[src/rtl/control_transfer_predictor_pkg.sv]
// rtl/control_transfer_predictor_pkg.sv - shared types and constants for the control transfer predictor
//
// Purpose: branch funct3 encodings, redirect-select encodings, the 2-bit
// branch history counter type and the helpers that decode branch direction
// and step a counter.
package control_transfer_predictor_pkg;

  // Conditional branch funct3 encodings (RV32I)
  localparam logic [2:0] FUNCT3_BRANCH_BEQ  = 3'b000;
  localparam logic [2:0] FUNCT3_BRANCH_BNE  = 3'b001;
  localparam logic [2:0] FUNCT3_BRANCH_BLT  = 3'b100;
  localparam logic [2:0] FUNCT3_BRANCH_BGE  = 3'b101;
  localparam logic [2:0] FUNCT3_BRANCH_BLTU = 3'b110;
  localparam logic [2:0] FUNCT3_BRANCH_BGEU = 3'b111;

  // Source the front end must take its next PC from
  typedef enum logic [1:0] {
    REDIRECT_NONE     = 2'b00,
    REDIRECT_TARGET   = 2'b01,  // branch / JAL target
    REDIRECT_JALR     = 2'b10,  // {(rs1+imm)[31:1],0}
    REDIRECT_FALLTHRU = 2'b11   // resolve_pc + 4
  } redirect_sel_t;

  typedef enum logic [1:0] {
    STRONG_NT = 2'b00,
    WEAK_NT   = 2'b01,
    WEAK_T    = 2'b10,
    STRONG_T  = 2'b11
  } bht_ctr_t;

  // Actual branch direction. The ALU reports only "difference/compare is zero";
  // the sense of that flag depends on which comparison the branch performs.
  function automatic logic branch_taken(input logic [2:0] funct3, input logic result_equal_zero);
    logic taken;
    case (funct3)
      FUNCT3_BRANCH_BEQ,
      FUNCT3_BRANCH_BGE,
      FUNCT3_BRANCH_BGEU: taken = result_equal_zero;
      FUNCT3_BRANCH_BNE,
      FUNCT3_BRANCH_BLT,
      FUNCT3_BRANCH_BLTU: taken = ~result_equal_zero;
      default:            taken = 1'b0;  // 010/011 are not branch encodings
    endcase
    return taken;
  endfunction

  // Saturating step of a 2-bit counter
  function automatic bht_ctr_t ctr_update(input bht_ctr_t ctr, input logic taken);
    bht_ctr_t next;
    case (ctr)
      STRONG_NT: next = taken ? WEAK_NT  : STRONG_NT;
      WEAK_NT:   next = taken ? WEAK_T   : STRONG_NT;
      WEAK_T:    next = taken ? STRONG_T : WEAK_NT;
      default:   next = taken ? STRONG_T : WEAK_T;
    endcase
    return next;
  endfunction

endpackage

[src/rtl/control_transfer_predictor_bht_counter_table.sv]
// rtl/control_transfer_predictor_bht_counter_table.sv - array of 2-bit branch history counters
//
// Purpose: BHT_ENTRIES saturating counters, one combinational read port for
// the fetch stage and one read-modify-write update port for the execute stage.
// Ports:
//   clock, reset_n   clock and asynchronous active-low reset (all counters -> WEAK_NT)
//   rd_index         fetch-side index
//   rd_counter       counter at rd_index (pre-update value, no bypass)
//   wr_valid         apply one saturating update this cycle
//   wr_index         index to update
//   wr_taken         direction to train towards
module bht_counter_table
  import control_transfer_predictor_pkg::*;
#(
  parameter int unsigned BHT_ENTRIES = 16
) (
  input  logic                           clock,
  input  logic                           reset_n,
  input  logic [$clog2(BHT_ENTRIES)-1:0] rd_index,
  output bht_ctr_t                       rd_counter,
  input  logic                           wr_valid,
  input  logic [$clog2(BHT_ENTRIES)-1:0] wr_index,
  input  logic                           wr_taken
);

  bht_ctr_t ctr_q [BHT_ENTRIES];

  // Read straight from the registers: a same-cycle update to the same entry
  // is only visible after the edge.
  assign rd_counter = ctr_q[rd_index];

  always_ff @(posedge clock or negedge reset_n) begin
    if (!reset_n) begin
      for (int i = 0; i < int'(BHT_ENTRIES); i++) begin
        ctr_q[i] <= WEAK_NT;
      end
    end else if (wr_valid) begin
      ctr_q[wr_index] <= ctr_update(ctr_q[wr_index], wr_taken);
    end
  end

endmodule

[src/rtl/control_transfer_predictor.sv]
// rtl/control_transfer_predictor.sv - bimodal branch predictor with execute-stage redirect generation
//
// Purpose: predicts conditional-branch direction at fetch from a table of
// 2-bit counters, trains the table at resolve, and produces a registered
// one-cycle redirect request for mispredicted branches, JAL and JALR.
// Optional feature: define CONTROL_TRANSFER_PERF_EN to add saturating
// branch / mispredict performance counters and their output ports.
// Ports:
//   clock, reset_n            clock, asynchronous active-low reset
//   fetch_valid, fetch_pc     fetch lookup
//   predict_taken             combinational prediction for fetch_pc
//   resolve_*                 execute-stage resolution of one instruction
//   branch/jal/jalr_enable    instruction class (priority branch > jal > jalr)
//   result_equal_zero         ALU comparison flag
//   inst_funct3               branch condition
//   redirect_valid/select     registered redirect request (see redirect_sel_t)
//   mispredict                registered conditional-branch direction miss
//   perf_branch_count         (CONTROL_TRANSFER_PERF_EN) resolved branches
//   perf_mispredict_count     (CONTROL_TRANSFER_PERF_EN) mispredicts
module control_transfer_predictor
  import control_transfer_predictor_pkg::*;
#(
  parameter int unsigned BHT_ENTRIES = 16,
  parameter int unsigned PC_WIDTH    = 32
) (
  input  logic                clock,
  input  logic                reset_n,
  input  logic                fetch_valid,
  input  logic [PC_WIDTH-1:0] fetch_pc,
  output logic                predict_taken,
  input  logic                resolve_valid,
  input  logic [PC_WIDTH-1:0] resolve_pc,
  input  logic                resolve_predicted_taken,
  input  logic                branch_enable,
  input  logic                jal_enable,
  input  logic                jalr_enable,
  input  logic                result_equal_zero,
  input  logic [2:0]          inst_funct3,
  output logic                redirect_valid,
  output logic [1:0]          redirect_select,
  output logic                mispredict
`ifdef CONTROL_TRANSFER_PERF_EN
  ,
  output logic [31:0]         perf_branch_count,
  output logic [31:0]         perf_mispredict_count
`endif
);

  localparam int unsigned IDX_W = $clog2(BHT_ENTRIES);

  logic [IDX_W-1:0] fetch_index;
  logic [IDX_W-1:0] resolve_index;
  bht_ctr_t         fetch_ctr;
  logic             branch_update;
  logic             actual_taken;

  redirect_sel_t    select_d;
  logic             mispredict_d;
  redirect_sel_t    select_q;
  logic             mispredict_q;

  // Word-aligned PCs: drop the byte offset, keep just enough bits to index.
  assign fetch_index   = fetch_pc[IDX_W+1:2];
  assign resolve_index = resolve_pc[IDX_W+1:2];

  logic unused_pc_bits;
  assign unused_pc_bits = ^{fetch_pc[PC_WIDTH-1:IDX_W+2], fetch_pc[1:0],
                            resolve_pc[PC_WIDTH-1:IDX_W+2], resolve_pc[1:0]};

  assign branch_update = resolve_valid & branch_enable;
  assign actual_taken  = branch_taken(inst_funct3, result_equal_zero);

  bht_counter_table #(
    .BHT_ENTRIES(BHT_ENTRIES)
  ) u_bht (
    .clock      (clock),
    .reset_n    (reset_n),
    .rd_index   (fetch_index),
    .rd_counter (fetch_ctr),
    .wr_valid   (branch_update),
    .wr_index   (resolve_index),
    .wr_taken   (actual_taken)
  );

  // Counter MSB is the direction; counters 10/11 predict taken.
  assign predict_taken = fetch_valid & fetch_ctr[1];

  // Redirect decision. A correctly predicted branch needs no redirect, and
  // because branch_enable has top priority it also masks jal/jalr.
  always_comb begin
    select_d     = REDIRECT_NONE;
    mispredict_d = 1'b0;
    if (resolve_valid) begin
      if (branch_enable) begin
        if (actual_taken && !resolve_predicted_taken) begin
          select_d     = REDIRECT_TARGET;
          mispredict_d = 1'b1;
        end else if (!actual_taken && resolve_predicted_taken) begin
          select_d     = REDIRECT_FALLTHRU;
          mispredict_d = 1'b1;
        end
      end else if (jal_enable) begin
        select_d = REDIRECT_TARGET;
      end else if (jalr_enable) begin
        select_d = REDIRECT_JALR;
      end
    end
  end

  // Reloaded every cycle, so a redirect lasts one cycle unless re-requested.
  always_ff @(posedge clock or negedge reset_n) begin
    if (!reset_n) begin
      select_q     <= REDIRECT_NONE;
      mispredict_q <= 1'b0;
    end else begin
      select_q     <= select_d;
      mispredict_q <= mispredict_d;
    end
  end

  assign redirect_valid  = (select_q != REDIRECT_NONE);
  assign redirect_select = select_q;
  assign mispredict      = mispredict_q;

`ifdef CONTROL_TRANSFER_PERF_EN
  logic [31:0] branch_count_q;
  logic [31:0] mispredict_count_q;

  always_ff @(posedge clock or negedge reset_n) begin
    if (!reset_n) begin
      branch_count_q     <= '0;
      mispredict_count_q <= '0;
    end else begin
      if (branch_update && branch_count_q != 32'hFFFF_FFFF) begin
        branch_count_q <= branch_count_q + 32'd1;
      end
      if (mispredict_d && mispredict_count_q != 32'hFFFF_FFFF) begin
        mispredict_count_q <= mispredict_count_q + 32'd1;
      end
    end
  end

  assign perf_branch_count     = branch_count_q;
  assign perf_mispredict_count = mispredict_count_q;
`endif

endmodule

[config.mk]
export PLATFORM = sky130hd
export DESIGN_NAME = control_transfer_predictor
export DESIGN_NICKNAME = d
export VERILOG_FILES = /design/src/rtl/control_transfer_predictor_pkg.sv /design/src/rtl/control_transfer_predictor_bht_counter_table.sv /design/src/rtl/control_transfer_predictor.sv
export SDC_FILE = /design/constraint.sdc
export NUM_CORES = 1
export LEC_CHECK = 0
export CAP_MARGIN = 10
export CORE_MARGIN = 1.5
export CORE_UTILIZATION = 38
export CTS_BUF_LIST = sky130_fd_sc_hd__clkbuf_16
export CTS_CLUSTER_DIAMETER = 60
export CTS_CLUSTER_SIZE = 20
export DETAILED_ROUTE_END_ITERATION = 12
export GPL_TIMING_DRIVEN = 0
export PLACE_DENSITY = 0.74
export REMOVE_ABC_BUFFERS = 1
export SKIP_LAST_GASP = 1
export SYNTH_ARGS = -nofsm -noshare
export SYNTH_HDL_FRONTEND = slang
export SYNTH_SLANG_ARGS = --single-unit
[constraint.sdc]
create_clock -name clock -period 1.9 [get_ports clock]
set_input_delay 0.19 -clock clock [delete_from_list [all_inputs] [get_ports clock]]
set_output_delay 0.19 -clock clock [all_outputs]
set_load 0.005 [all_outputs]
==> run metrics, run 1 <==
Die X 74.1 µm; final hold viol count 1; Clock power frac 0.355; Final Slew Violations 0; CP arrival 1890 ps; Die ar. 5490 µm²; DRC errors left 0; Period minus WS final 2080 ps; CTS clk-pin slew, worst paths 50 ps; failing checks negative hold slack, negative setup slack; Syn Inst Count 131; required time of the critical path 1710 ps; CP startpoint u_bht.ctr_q[1]$_DFFE_PN0P_; IO Count 81; Worst-Skew Late Latency 270 ps; Static Leakage 1.02 nW; Buf+Inv Stages, Crit Path 1; RSZ-0062 raised after global routing yes; worst-path maximum fanout 3; drt total wl 4070 µm; pwr/cell area 892 nW/µm²; PortBufs 24; CTS tree done; worst r2r src u_bht.ctr_q[13]$_DFFE_PN0P_; synthesized area per cell 14.7 µm²; clk sinks 35; Cell variety after synth 26; Inserted Diodes 0; outcome complete, but fails checks; post-route ant nets 0; core area 4790 µm²; Fin Setup TNS -928 ps; DR vias 1205; routability cong. 0.812; Min-Delay Path Class in2async; routed wirelength normalized by instance count 17.9 µm; crit path max-delay cell type mux4_2; root buffer cell clkbuf_16; WS Path Type reg2out; sequential power share 0.448; sw frac 0.238; Rows 25; Die H 74.1 µm; PnR worst setup slack -180 ps; hold slack -2.79 ps; initial antenna violation count 0; sequential fraction of the synthesis area 0.466; final setup vio count 17; Most common cell on crit path mux4_2; H-tree lvl count 2; post-layout util 0.502; worst-margin pin slew 788 ps; Max Root-Sink Buffers 2; Synth warnings 0; synthesized area 1920 µm²; first-pass iteration count of the detailed router 4; Max-Cap Viols 0; slew margin rel. 0.475; first-pass GRT wire length 6490 µm; combinational power share 0.197; Achievable Freq 481 MHz; share of cells above drive strength 1 0.516; Max VDD drop 0.743 mV; cell-internal power 1.63 mW; DP HPWL 2880 µm; crit-path max cell delay 490 ps; cells along the critical path mux4_2 -> mux4_2 -> and2_4 -> buf_6; largest net degree at the start of global routing 36; CP top delay family multiplexers; Final Cycle Share 1.09; Final #Nets 237; number of global-route vias before repair 1305; Initial Utilization 0.402; total gr overflow 0; CTS buffer count 5; cts hold-fix bufs 0; DR vias/cell 5.29; Net Sw Power 511 µW; FF+latch count, synth 35; Setup crit end kind primary output; Worst Setup Start Kind register; DRT iter0 DRCs 65; GRT Util Overall 0.162; Final Skew 2.10 ps; Syn-to-layout area delta 25.0%
==> power by group through the flow <==
stage	clock network, mW	logic, mW	registers, mW
final	0.761	0.422	0.960
after global routing	0.818	0.454	0.973
after CTS	0.776	0.395	0.955
after detailed placement	0	0.381	0.964
after global placement	0	0.365	0.954
after floorplan	0	0.249	0.942
==> metrics by stage <==
step / cells / setup WS (ps) / total power [mW] / area, µm² / hold slack, ps
after floorplan: 128 / 3.83 / 1.19 / 1900 / -106
after global placement: 219 / -937 / 1.32 / 2230 / 501
after CTS: 228 / -198 / 2.13 / 2370 / 16.7
after detailed placement: 219 / -1000 / 1.34 / 2220 / 305
after global routing: 228 / -224 / 2.24 / 2400 / 52.4
final: 228 / -180 / 2.14 / 2400 / -2.79
==> repair_timing <==
item / CTS / global route
buffers inserted: 1 / 0
pin swaps: 5 / 3
setup endpoints to repair: 33 / 33
gates resized for setup: 21 / 17
==> layout by cell type (no fill, tap or decap), types with 2 or more instances in the layout <==
| master | Yosys | routed |
|---|---|---|
| clkbuf_16 | 0 | 5 |
| clkdlybuf4s50_1 | 0 | 19 |
| dfrtp_1 | 19 | 19 |
| dfstp_2 | 16 | 16 |
| inv_1 | 2 | 5 |
| maj3_2 | 3 | 3 |
| mux2_2 | 33 | 18 |
| mux2_4 | 4 | 19 |
| mux2i_1 | 2 | 2 |
| mux4_2 | 8 | 13 |
| nand2_1 | 3 | 3 |
| nand2b_1 | 7 | 7 |
| nand4b_1 | 2 | 2 |
| nor2_1 | 13 | 13 |
| or2_2 | 2 | 2 |
==> flip-flops by register name (all words and copies together) (netlist names) <==
name,count
redirect_select,2
u_bht.ctr_q,32
mispredict,1
==> synthesized netlist by cell type <==
| cell type | instances | share of area |
|---|---|---|
| a211oi_1 | 1 | 0.0039 |
| a22oi_1 | 1 | 0.0039 |
| and2_1 | 1 | 0.0033 |
| buf_1 | 1 | 0.0020 |
| buf_6 | 1 | 0.0059 |
| clkbuf_1 | 1 | 0.0020 |
| dfrtp_1 | 19 | 0.25 |
| dfstp_2 | 16 | 0.22 |
| ha_1 | 1 | 0.0065 |
| inv_1 | 2 | 0.0039 |
| maj3_1 | 1 | 0.0052 |
| maj3_2 | 3 | 0.018 |
| mux2_2 | 33 | 0.19 |
| mux2_4 | 4 | 0.031 |
| mux2i_1 | 2 | 0.010 |
| mux4_1 | 5 | 0.068 |
| mux4_2 | 8 | 0.094 |
| nand2_1 | 3 | 0.0059 |
| nand2b_1 | 7 | 0.023 |
| nand3_1 | 1 | 0.0026 |
| nand4_1 | 1 | 0.0033 |
| nand4b_1 | 2 | 0.0091 |
| nor2_1 | 13 | 0.025 |
| nor3_1 | 1 | 0.0026 |
| or2_2 | 2 | 0.0065 |
| xor2_1 | 1 | 0.0046 |
==> final timing paths <==
check | endpoint | slack [ps] | cells after the start
setup / recovery | predict_taken | -180 | 4
hold / removal | u_bht.ctr_q[9]$_DFFE_PN0P_ | -3 | 1
setup reg to reg | u_bht.ctr_q[27]$_DFFE_PN0P_ | -60 | 4
hold reg to reg | u_bht.ctr_q[3]$_DFFE_PN0P_ | 530 | 1
max in group asynchronous | u_bht.ctr_q[29]$_DFFE_PN0P_ | 1400 | 1
min in group clock | u_bht.ctr_q[3]$_DFFE_PN0P_ | 530 | 1
==> layer usage <==
metal / wire length, µm / GRT usage
met1: 1880 / 0.218
met2: 1970 / 0.256
met3: 208 / 0.0420
met4: 14 / 0.0556
met5: 0 / 0
==> cell type report <==
type	instances	area, µm²
Inverter	2	7.51
Fill cell	397	2380
Timing Repair Buffer	25	235
Sequential cell	35	896
Tap cell	67	83.8
Clock inverter	3	11.3
Multi-Input combinational cell	91	1040
Clock buffer	5	125
==> worst register-to-register path, stage by stage, from the launching register on <==
cell     delay (ps)
dfrtp_1         400
mux4_2          470
mux2_4          290
maj3_2          380
mux2_2          290
==> cell families after synthesis <==
family,count (synthesis),share of synthesized area
AO/OA/AOI/OAI,2,0.00782
XOR/XNOR,1,0.00456
adder cells (fa/ha/maj),5,0.0293
buffers and inverters,5,0.0137
flip-flops,35,0.466
multiplexers,52,0.397
AND/OR/NAND/NOR,31,0.0814
No activity file was read; power rests on OpenSTA's default activity.
==> run 2, diff against run 1 <==
CORE_MARGIN = not set   (was 1.5)
==> run 2 against run 1 <==
The run still ends with negative hold slack, negative setup slack left. Via count increased by 2.5%. Clock-buffer cell count unchanged. Die area decreased by 2.7%. Clock power increased by 2%. Combinational power increased by 1%. Register-to-register slack got worse by 100 ps. Critical endpoint unchanged. Largest cell class unchanged. Largest power group unchanged.
==> run metrics, run 2 (same netlist as run 1, synthesis figures left out) <==
R2R cell count 5 (+1); post-layout util 0.505 (+0.00288); Worst Setup Start Kind register; DRT iter0 DRCs 36 (-45%); largest net degree at the start of global routing 36 (unchanged); Final Cycle Share 1.10 (+0.00644); DP Cell Count 219 (unchanged); worst-path maximum fanout 3 (unchanged); worst-margin pin slew 787 ps (-0.496 ps); share of cells above drive strength 1 0.503 (-0.0125); Setup crit end kind primary output; Final #Nets 239 (+0.84%); Final Skew 1.43 ps (-0.664 ps); Die H 73.1 µm (-1.3%); required time of the critical path 1710 ps (about the same); Inserted Diodes 0 (unchanged); CTS clk-pin slew, worst paths 50 ps (about the same); post-route insts no fill 230 (+0.88%); Min-Delay Path Class in2async; Die X 73.1 µm (-1.3%); Max VDD drop 0.524 mV (-29%); pre-CTS setup slack -986 ps (+16.0 ps); hold slack -9.10 ps (-6.31 ps); drt total wl 4190 µm (+3.0%); clk sinks 35 (unchanged); Max Root-Sink Buffers 2 (unchanged); IO Count 81 (unchanged); routed wirelength normalized by instance count 18.2 µm (+2.1%); number of global-route vias before repair 1356 (+3.9%); CTS buffer count 5 (unchanged); Initial Utilization 0.402 (unchanged); Biggest register u_bht.ctr_q; first-pass iteration count of the detailed router 5 (+1); Final Slew Violations 0 (unchanged); WS Path Type reg2out; Largest register FFs 32 (unchanged); PnR worst setup slack -193 ps (-12.2 ps); root buffer cell clkbuf_16; DRC errors left 0 (unchanged); total gr overflow 0 (unchanged); Syn-to-layout area delta 25.7%; Fin Setup TNS -2590 ps (-1670 ps); Rows 25 (unchanged); initial antenna violation count 0 (unchanged); Achievable Freq 478 MHz (-0.58%); DP HPWL 2920 µm (+1.4%); pwr/cell area 893 nW/µm² (about the same); CP arrival 1900 ps (about the same); Die ar. 5350 µm² (-2.7%); first-pass GRT wire length 6870 µm (+6.0%); Static Leakage 1.04 nW (+1.9%); H-tree lvl count 2 (unchanged); placement-stage cell area 2220 µm² (unchanged); final setup vio count 26 (+9); RSZ-0062 raised after global routing yes; DR vias/cell 5.37 (+1.6%); core area 4790 µm² (unchanged); post-route ant nets 0 (unchanged); failing checks negative hold slack, negative setup slack; Max-Cap Viols 0 (unchanged); DR vias 1235 (+2.5%); outcome complete, but fails checks; CTS tree done; routability cong. 0.800 (-1.5%); Worst-Skew Late Latency 280 ps (about the same); Period minus WS final 2090 ps (+12.2 ps); most frequent cells in the layout mux2_4, clkdlybuf4s50_1, dfrtp_1; Design Area, Final 2420 µm² (+0.57%); final hold viol count 7 (+6); PortBufs 24 (unchanged); # fillers 404 (+1.8%); slew margin rel. 0.475 (about the same); Final Power 2.16 mW (+0.65%); GRT Util Overall 0.178 (+0.0156)
run 2: changes by cell type in the layout (fill, tap and decap cells not counted), moves of 2 or more:
cell,before,now
buf_2,1,3
buf_4,1,3
mux4_1,0,2
mux4_2,13,11
run 2: per-layer routing:
metal | vias up | routed length [µm] | GRT usage
met5 | - | 0 | 0
met4 | 0 | 75 | 0.0784
met3 | 8 | 150 | 0.0359
met2 | 34 | 1990 | 0.281
met1 | 636 | 1980 | 0.237
li1 | 557 | - | -
run 2: area by class of cell:
type,instances,area (µm²),share of cell area
multi-input cells,91,1050,0.435
well taps,67,83.8,0.0347
clock buffers,5,125,0.0518
inverters,2,7.51,0.00311
clock inverters,3,11.3,0.00466
repair buffers,27,241,0.0999
flip-flops and latches,35,896,0.371
run 2: path summary, 6_finish.rpt:
check,startpoint,endpoint,slack [ps]
worst max register to register,u_bht.ctr_q[3]$_DFFE_PN0P_,u_bht.ctr_q[19]$_DFFE_PN0P_,-160
worst min-delay path,reset_n,u_bht.ctr_q[9]$_DFFE_PN0P_,-9
max in group asynchronous,reset_n,redirect_select[0]$_DFF_PN0_,1410
worst max-delay path,u_bht.ctr_q[7]$_DFFE_PN0P_,predict_taken,-190
min in group clock,u_bht.ctr_q[5]$_DFFE_PN0P_,u_bht.ctr_q[5]$_DFFE_PN0P_,540
worst min register to register,u_bht.ctr_q[5]$_DFFE_PN0P_,u_bht.ctr_q[5]$_DFFE_PN0P_,540
run 2: power by group:
group | switching, mW | internal, mW | total (mW)
clock | 0.303 | 0.471 | 0.774
sequential | 0.0564 | 0.900 | 0.956
combinational | 0.166 | 0.261 | 0.427
run 2: worst max-delay path, stage by stage (launching register included):
cell	delay, ps
dfrtp_1	400
mux4_2	470
mux4_2	490
and2_1	150
buf_2	120
run 2: repair_timing:
action	4_1_cts	5_1_grt
hold endpoints to repair	0	0
endpoints found under the setup margin	33	33
hold buffers	0	0
gates resized for setup	19	15
buffers inserted	2	1
pin swaps	5	3
